## config.mk

```make
export PLATFORM = sky130hd
export DESIGN_NAME = pipe_buffer
export DESIGN_NICKNAME = d
export VERILOG_FILES = /design/src/rtl/pipe_buffer_pkg.sv /design/src/rtl/pipe_buffer.sv
export SDC_FILE = /design/constraint.sdc
export NUM_CORES = 1
export LEC_CHECK = 0
export CORE_MARGIN = 1
export CORE_UTILIZATION = 30
export CTS_CLUSTER_SIZE = 16
export DETAILED_ROUTE_END_ITERATION = 10
export PLACE_DENSITY = 0.65
export SYNTH_ARGS = -nofsm -noshare
export SYNTH_HDL_FRONTEND = slang
export SYNTH_SLANG_ARGS = --single-unit
```

## constraint.sdc

```tcl
create_clock -name clk -period 8.3 [get_ports clk]
set_input_delay 0.83 -clock clk [delete_from_list [all_inputs] [get_ports clk]]
set_output_delay 0.83 -clock clk [all_outputs]
set_load 0.05 [all_outputs]
```

## src/rtl/pipe_buffer_pkg.sv

```systemverilog
// Shared pipeline types: stage-to-stage handshake and elastic buffer limits.
package pipes;

   // Largest supported elastic buffer depth between two stages.
   localparam int PIPE_BUF_DEPTH_MAX = 8;

   // Valid/ready pair travelling between adjacent pipeline stages.
   typedef struct packed {
      logic valid;
      logic ready;
   } pipe_hs_t;

endpackage : pipes

```

## src/rtl/pipe_buffer.sv

```systemverilog
// Elastic buffer between two pipeline stages: circular storage of DEPTH
// payloads with valid/ready back-pressure, synchronous flush and an optional
// zero-latency fall-through path when empty.
module pipe_buffer
   import pipes::*;
#(
   parameter int WIDTH = 32,
   parameter int DEPTH = 2,
   parameter int PASS  = 0
) (
   input  logic                       clk,
   input  logic                       reset,
   input  logic                       flush,
   input  logic                       in_valid,
   output logic                       in_ready,
   input  logic [WIDTH-1:0]           in_data,
   output logic                       out_valid,
   input  logic                       out_ready,
   output logic [WIDTH-1:0]           out_data,
   output logic [$clog2(DEPTH+1)-1:0] count
);

   localparam int PTR_W = (DEPTH > 1) ? $clog2(DEPTH) : 1;
   localparam int CNT_W = $clog2(DEPTH + 1);
   localparam logic [CNT_W-1:0] FULL_CNT = CNT_W'(DEPTH);
   localparam logic [PTR_W-1:0] LAST_PTR = PTR_W'(DEPTH - 1);

   // Payload storage is deliberately never cleared; out_data masking hides
   // stale entries instead.
   logic [WIDTH-1:0] mem [DEPTH];
   logic [PTR_W-1:0] rd_ptr;
   logic [PTR_W-1:0] wr_ptr;

   logic             empty;
   logic             full;
   logic             bypass_mode;
   logic             push;
   logic             pop;
   logic [WIDTH-1:0] sel_data;

   // Explicit wrap so non-power-of-two depths work.
   function automatic logic [PTR_W-1:0] next_ptr(input logic [PTR_W-1:0] p);
      logic [PTR_W-1:0] n;
      if (p == LAST_PTR) begin
         n = {PTR_W{1'b0}};
      end else begin
         n = p + PTR_W'(1);
      end
      return n;
   endfunction

   // Handshake decode: ready from state only, flush masks valid, bypass when empty in PASS mode.
   always_comb begin
      empty       = (count == {CNT_W{1'b0}});
      full        = (count == FULL_CNT);
      in_ready    = !full;
      bypass_mode = (PASS != 0) && empty;

      if (flush) begin
         out_valid = 1'b0;
      end else if (bypass_mode) begin
         out_valid = in_valid;
      end else begin
         out_valid = !empty;
      end

      if (bypass_mode) begin
         sel_data = in_data;
      end else begin
         sel_data = mem[rd_ptr];
      end

      if (out_valid) begin
         out_data = sel_data;
      end else begin
         out_data = {WIDTH{1'b0}};
      end

      // A bypassed entry goes straight through and never touches storage.
      push = in_valid && in_ready && !flush && !(bypass_mode && out_ready);
      pop  = out_valid && out_ready && !bypass_mode;
   end

   // Pointer and occupancy state; flush and reset both return to empty.
   always_ff @(posedge clk or posedge reset) begin
      if (reset) begin
         rd_ptr <= {PTR_W{1'b0}};
         wr_ptr <= {PTR_W{1'b0}};
         count  <= {CNT_W{1'b0}};
      end else if (flush) begin
         rd_ptr <= {PTR_W{1'b0}};
         wr_ptr <= {PTR_W{1'b0}};
         count  <= {CNT_W{1'b0}};
      end else begin
         if (push) begin
            wr_ptr <= next_ptr(wr_ptr);
         end
         if (pop) begin
            rd_ptr <= next_ptr(rd_ptr);
         end
         case ({push, pop})
            2'b10:   count <= count + CNT_W'(1);
            2'b01:   count <= count - CNT_W'(1);
            default: count <= count;
         endcase
      end
   end

   // Payload write at the tail on every accepted push.
   always_ff @(posedge clk) begin
      if (push) begin
         mem[wr_ptr] <= in_data;
      end
   end

endmodule : pipe_buffer

```

==> summary.md <==
| Metric | Value |
|---|---|
| CP max-delay cell | clkdlybuf4s50_1 |
| GRT met3 Usage | 0.0387 |
| VDD IR max | 92.5 uV |
| Router iterations before antenna repair | 4 |
| Setup TNS | 0 ns |
| Setup crit end kind | output pin |
| CP endpoint | out_data[13] |
| Multi-input gate area | 591 um^2 |
| Critical-path maximum fanout | 33 |
| Fin Clk Skew | 0.00959 ns |
| Status | complete, no violations |
| Final period util | 0.451 |
| Clock Sinks | 68 |
| Std cell rows | 33 |
| Period minus WS final | 3.74 ns |
| H-tree Lvls | 3 |
| Yosys cell types | 22 |
| Hpwl dp | 2990 um |
| Rel. slew slack | 0.211 |
| Worst EP required | 7.47 ns |
| Startpoint Class | primary input |
| R2R Path Start | count[1]$_DFFE_PP0P_ |
| #FFs+latches synth | 68 |
| Nets | 278 |
| WS Path Type | primary input to output pin |
| Type of the worst min-delay path | register to register |
| CTS buffer count | 9 |
| FMAX | 267 MHz |
| Quantity of hold-fixing buffers added after cts | 0 |
| Largest net degree at the start of global routing | 34 |
| Cell Area, Synth | 0.00265 mm^2 |
| TritonCTS clock tree | done |
| Syn Area/Cell | 16.3 um^2 |
| Total wire length | 4690 um |
| Tot Pwr | 0.000744 W |
| Core ar. | 0.00838 mm^2 |
| Max-cap violations | 0 |
| Cell area power density | 203 mW/mm^2 |
| GRT overflow | 0 |
| Max stage delay on crit path | 0.83 ns |
| # IOs | 73 |
| Path depth of the worst reg2reg path | 5 |
| RSZ-0062 raised after global routing | false |
| Setup crit start | flush |
| Mapped Cells | 163 |
| CP cell instances | clkdlybuf4s50_1 -> o21bai_4 -> nor2_1 -> clkdlybuf4s50_1 |
| M1 GR Usage | 0.127 |
| CTS max path bufs | 2 |
| # resized after CTS | 0 |
| Drc violations | 0 |
| Ranking of synthesized cells by area | edfxtp_1, mux2i_1, nor2_1 |
| Share of cells above drive strength 1 | 0.0820 |
| Wire per inst | 13.4 um |
| Clk Tree Root Cell | clkbuf_8 |
| Gpl congestion | 0.723 |
| Area Growth Syn to Fin | 38.2% |
| End of the worst register-to-register path | mem[1][0]$_DFFE_PP_ |
| Final Hold Vio Count | 0 |
| Post-CTS Setup Inserts | 0 |
| Die span in x | 96.0 um |
| Layer with the highest usage | met2 |
| Worst skew pair latency | 0.33 ns |
| Synth warn | 0 |
| Reg area | 0.00202 mm^2 |
| Vias in the first global route | 1570 |
| Leakage power | 1.20 nW |
| Most frequent CP cell | clkdlybuf4s50_1 |
| Gr usage total | 0.110 |
| Die footprint | 0.00922 mm^2 |
| Detailed-route via count | 1547 |
| Met2 Use GR | 0.180 |
| Post-route ant nets | 0 |
| DR vias/cell | 4.43 |
| ANT cells | 0 |
| Synth top area share | 0.725 |
| Fin. max-slew vios | 0 |
| Clk slew on worst S/H paths | 0.06 ns |
| Post-synth top area cell | edfxtp_1 |
| Total nets after synthesis | 200 |
| CP Data Arrival Time | 2.91 ns |
| Initial antenna violation count | 0 |
| Post-synthesis sequential area ratio | 0.762 |
| Place WS | 4.53 ns |
| DRT iter0 DRCs | 37 |
| Number of fillers in the final layout | 788 |
| Starting Density | 0.316 |
| Die Span Y | 96.0 um |
| R2r setup slk | 5.73 ns |
| First-pass GRT wire length | 7230 um |
| Setup Viol. Count Final | 0 |
| Setup WS post-layout | 4.56 ns |
| # port buffers | 72 |
| Worst Tran Pin Value | 1.18 ns |
==> cell usage after synthesis (all sizes together) <==
library cell / n
or3: 1
nor2b: 1
nor3b: 2
o21bai: 1
nor2: 33
o21ai: 2
nand3b: 1
mux2i: 33
edfxtp: 64
inv: 4
nand2: 1
buf: 7
dfrtp: 4
xor2: 1
nor3: 1
o211ai: 1
or2: 1
a21oi: 4
a21o: 1
==> metal layers <==
| metal | part of all wire | vias to the layer above |
|---|---|---|
| met5 | 0 | - |
| met4 | 0.020 | 0 |
| met3 | 0.054 | 8 |
| met2 | 0.48 | 57 |
| met1 | 0.44 | 730 |
| li1 | - | 752 |
==> critical path, delay by kind of cell <==
kind / cells / cell delay [ns]
compound gates: 1 / 0.44
simple gates: 1 / 0.25
buf+inv: 2 / 1.38
==> where the power goes <==
| part | total (W) | switching, W | internal [W] | leakage, nW |
|---|---|---|---|---|
| Combinational | 0.000101 | 0.0000562 | 0.0000445 | 0.478 |
| Clock | 0.000242 | 0.000110 | 0.000133 | 0.0871 |
| Sequential | 0.000401 | 0.0000116 | 0.000390 | 0.639 |
| Total | 0.000744 | 0.000177 | 0.000567 | 1.20 |
==> sequential cells by signal (all words and copies together), names as in the netlist <==
| signal | flops |
|---|---|
| mem | 64 |
| count | 2 |
| rd_ptr | 1 |
| wr_ptr | 1 |
==> placed cells by master (no fill, tap or decap), drive strengths merged, types with 3 or more instances in the layout <==
master         instances
a21oi                  4
clkbuf                10
clkdlybuf4s50         72
clkinv                 3
dfrtp                  4
edfxtp                64
inv                    4
mux2i                 33
nor2                  33
==> logic make-up after synthesis <==
kind of cell / Yosys count / share of synthesized area
flops: 68 / 0.762
simple gates: 41 / 0.0656
mux: 33 / 0.125
buf+inv: 11 / 0.0217
compound gates: 9 / 0.0226
xor+xnor: 1 / 0.00330
==> worst min-delay path by stage <==
stage	from	end	slack, ns	cells past startpoint
CTS	wr_ptr$_DFFE_PP0P_	wr_ptr$_DFFE_PP0P_	0.59	2
global route	wr_ptr$_DFFE_PP0P_	wr_ptr$_DFFE_PP0P_	0.62	2
global placement	wr_ptr$_DFFE_PP0P_	wr_ptr$_DFFE_PP0P_	0.58	2
finish	wr_ptr$_DFFE_PP0P_	wr_ptr$_DFFE_PP0P_	0.58	2
detailed placement	wr_ptr$_DFFE_PP0P_	wr_ptr$_DFFE_PP0P_	0.58	2
floorplan	wr_ptr$_DFFE_PP0P_	wr_ptr$_DFFE_PP0P_	0.53	2
==> per-stage QoR <==
step | area [um^2] | utilization | instances | hold slack (ns)
after detailed placement | 3500 | 0.417 | 335 | 0.578
after CTS | 3670 | 0.437 | 349 | 0.587
after global routing | 3670 | 0.437 | 349 | 0.624
after global placement | 3500 | 0.417 | 335 | 0.577
after floorplan | 2650 | - | 163 | 0.529
final | 3670 | 0.437 | 349 | 0.583
==> area by class of cell <==
type                            instances  share of cell area
Clock buffer                           10              0.0348
Clock inverter                          4              0.0116
Inverter                                4             0.00410
Multi-Input combinational cell         84               0.161
Sequential cell                        68               0.552
Tap cell                              105              0.0358
Timing Repair Buffer                   74               0.201
Note: power is estimated with default switching activity, not from simulation.
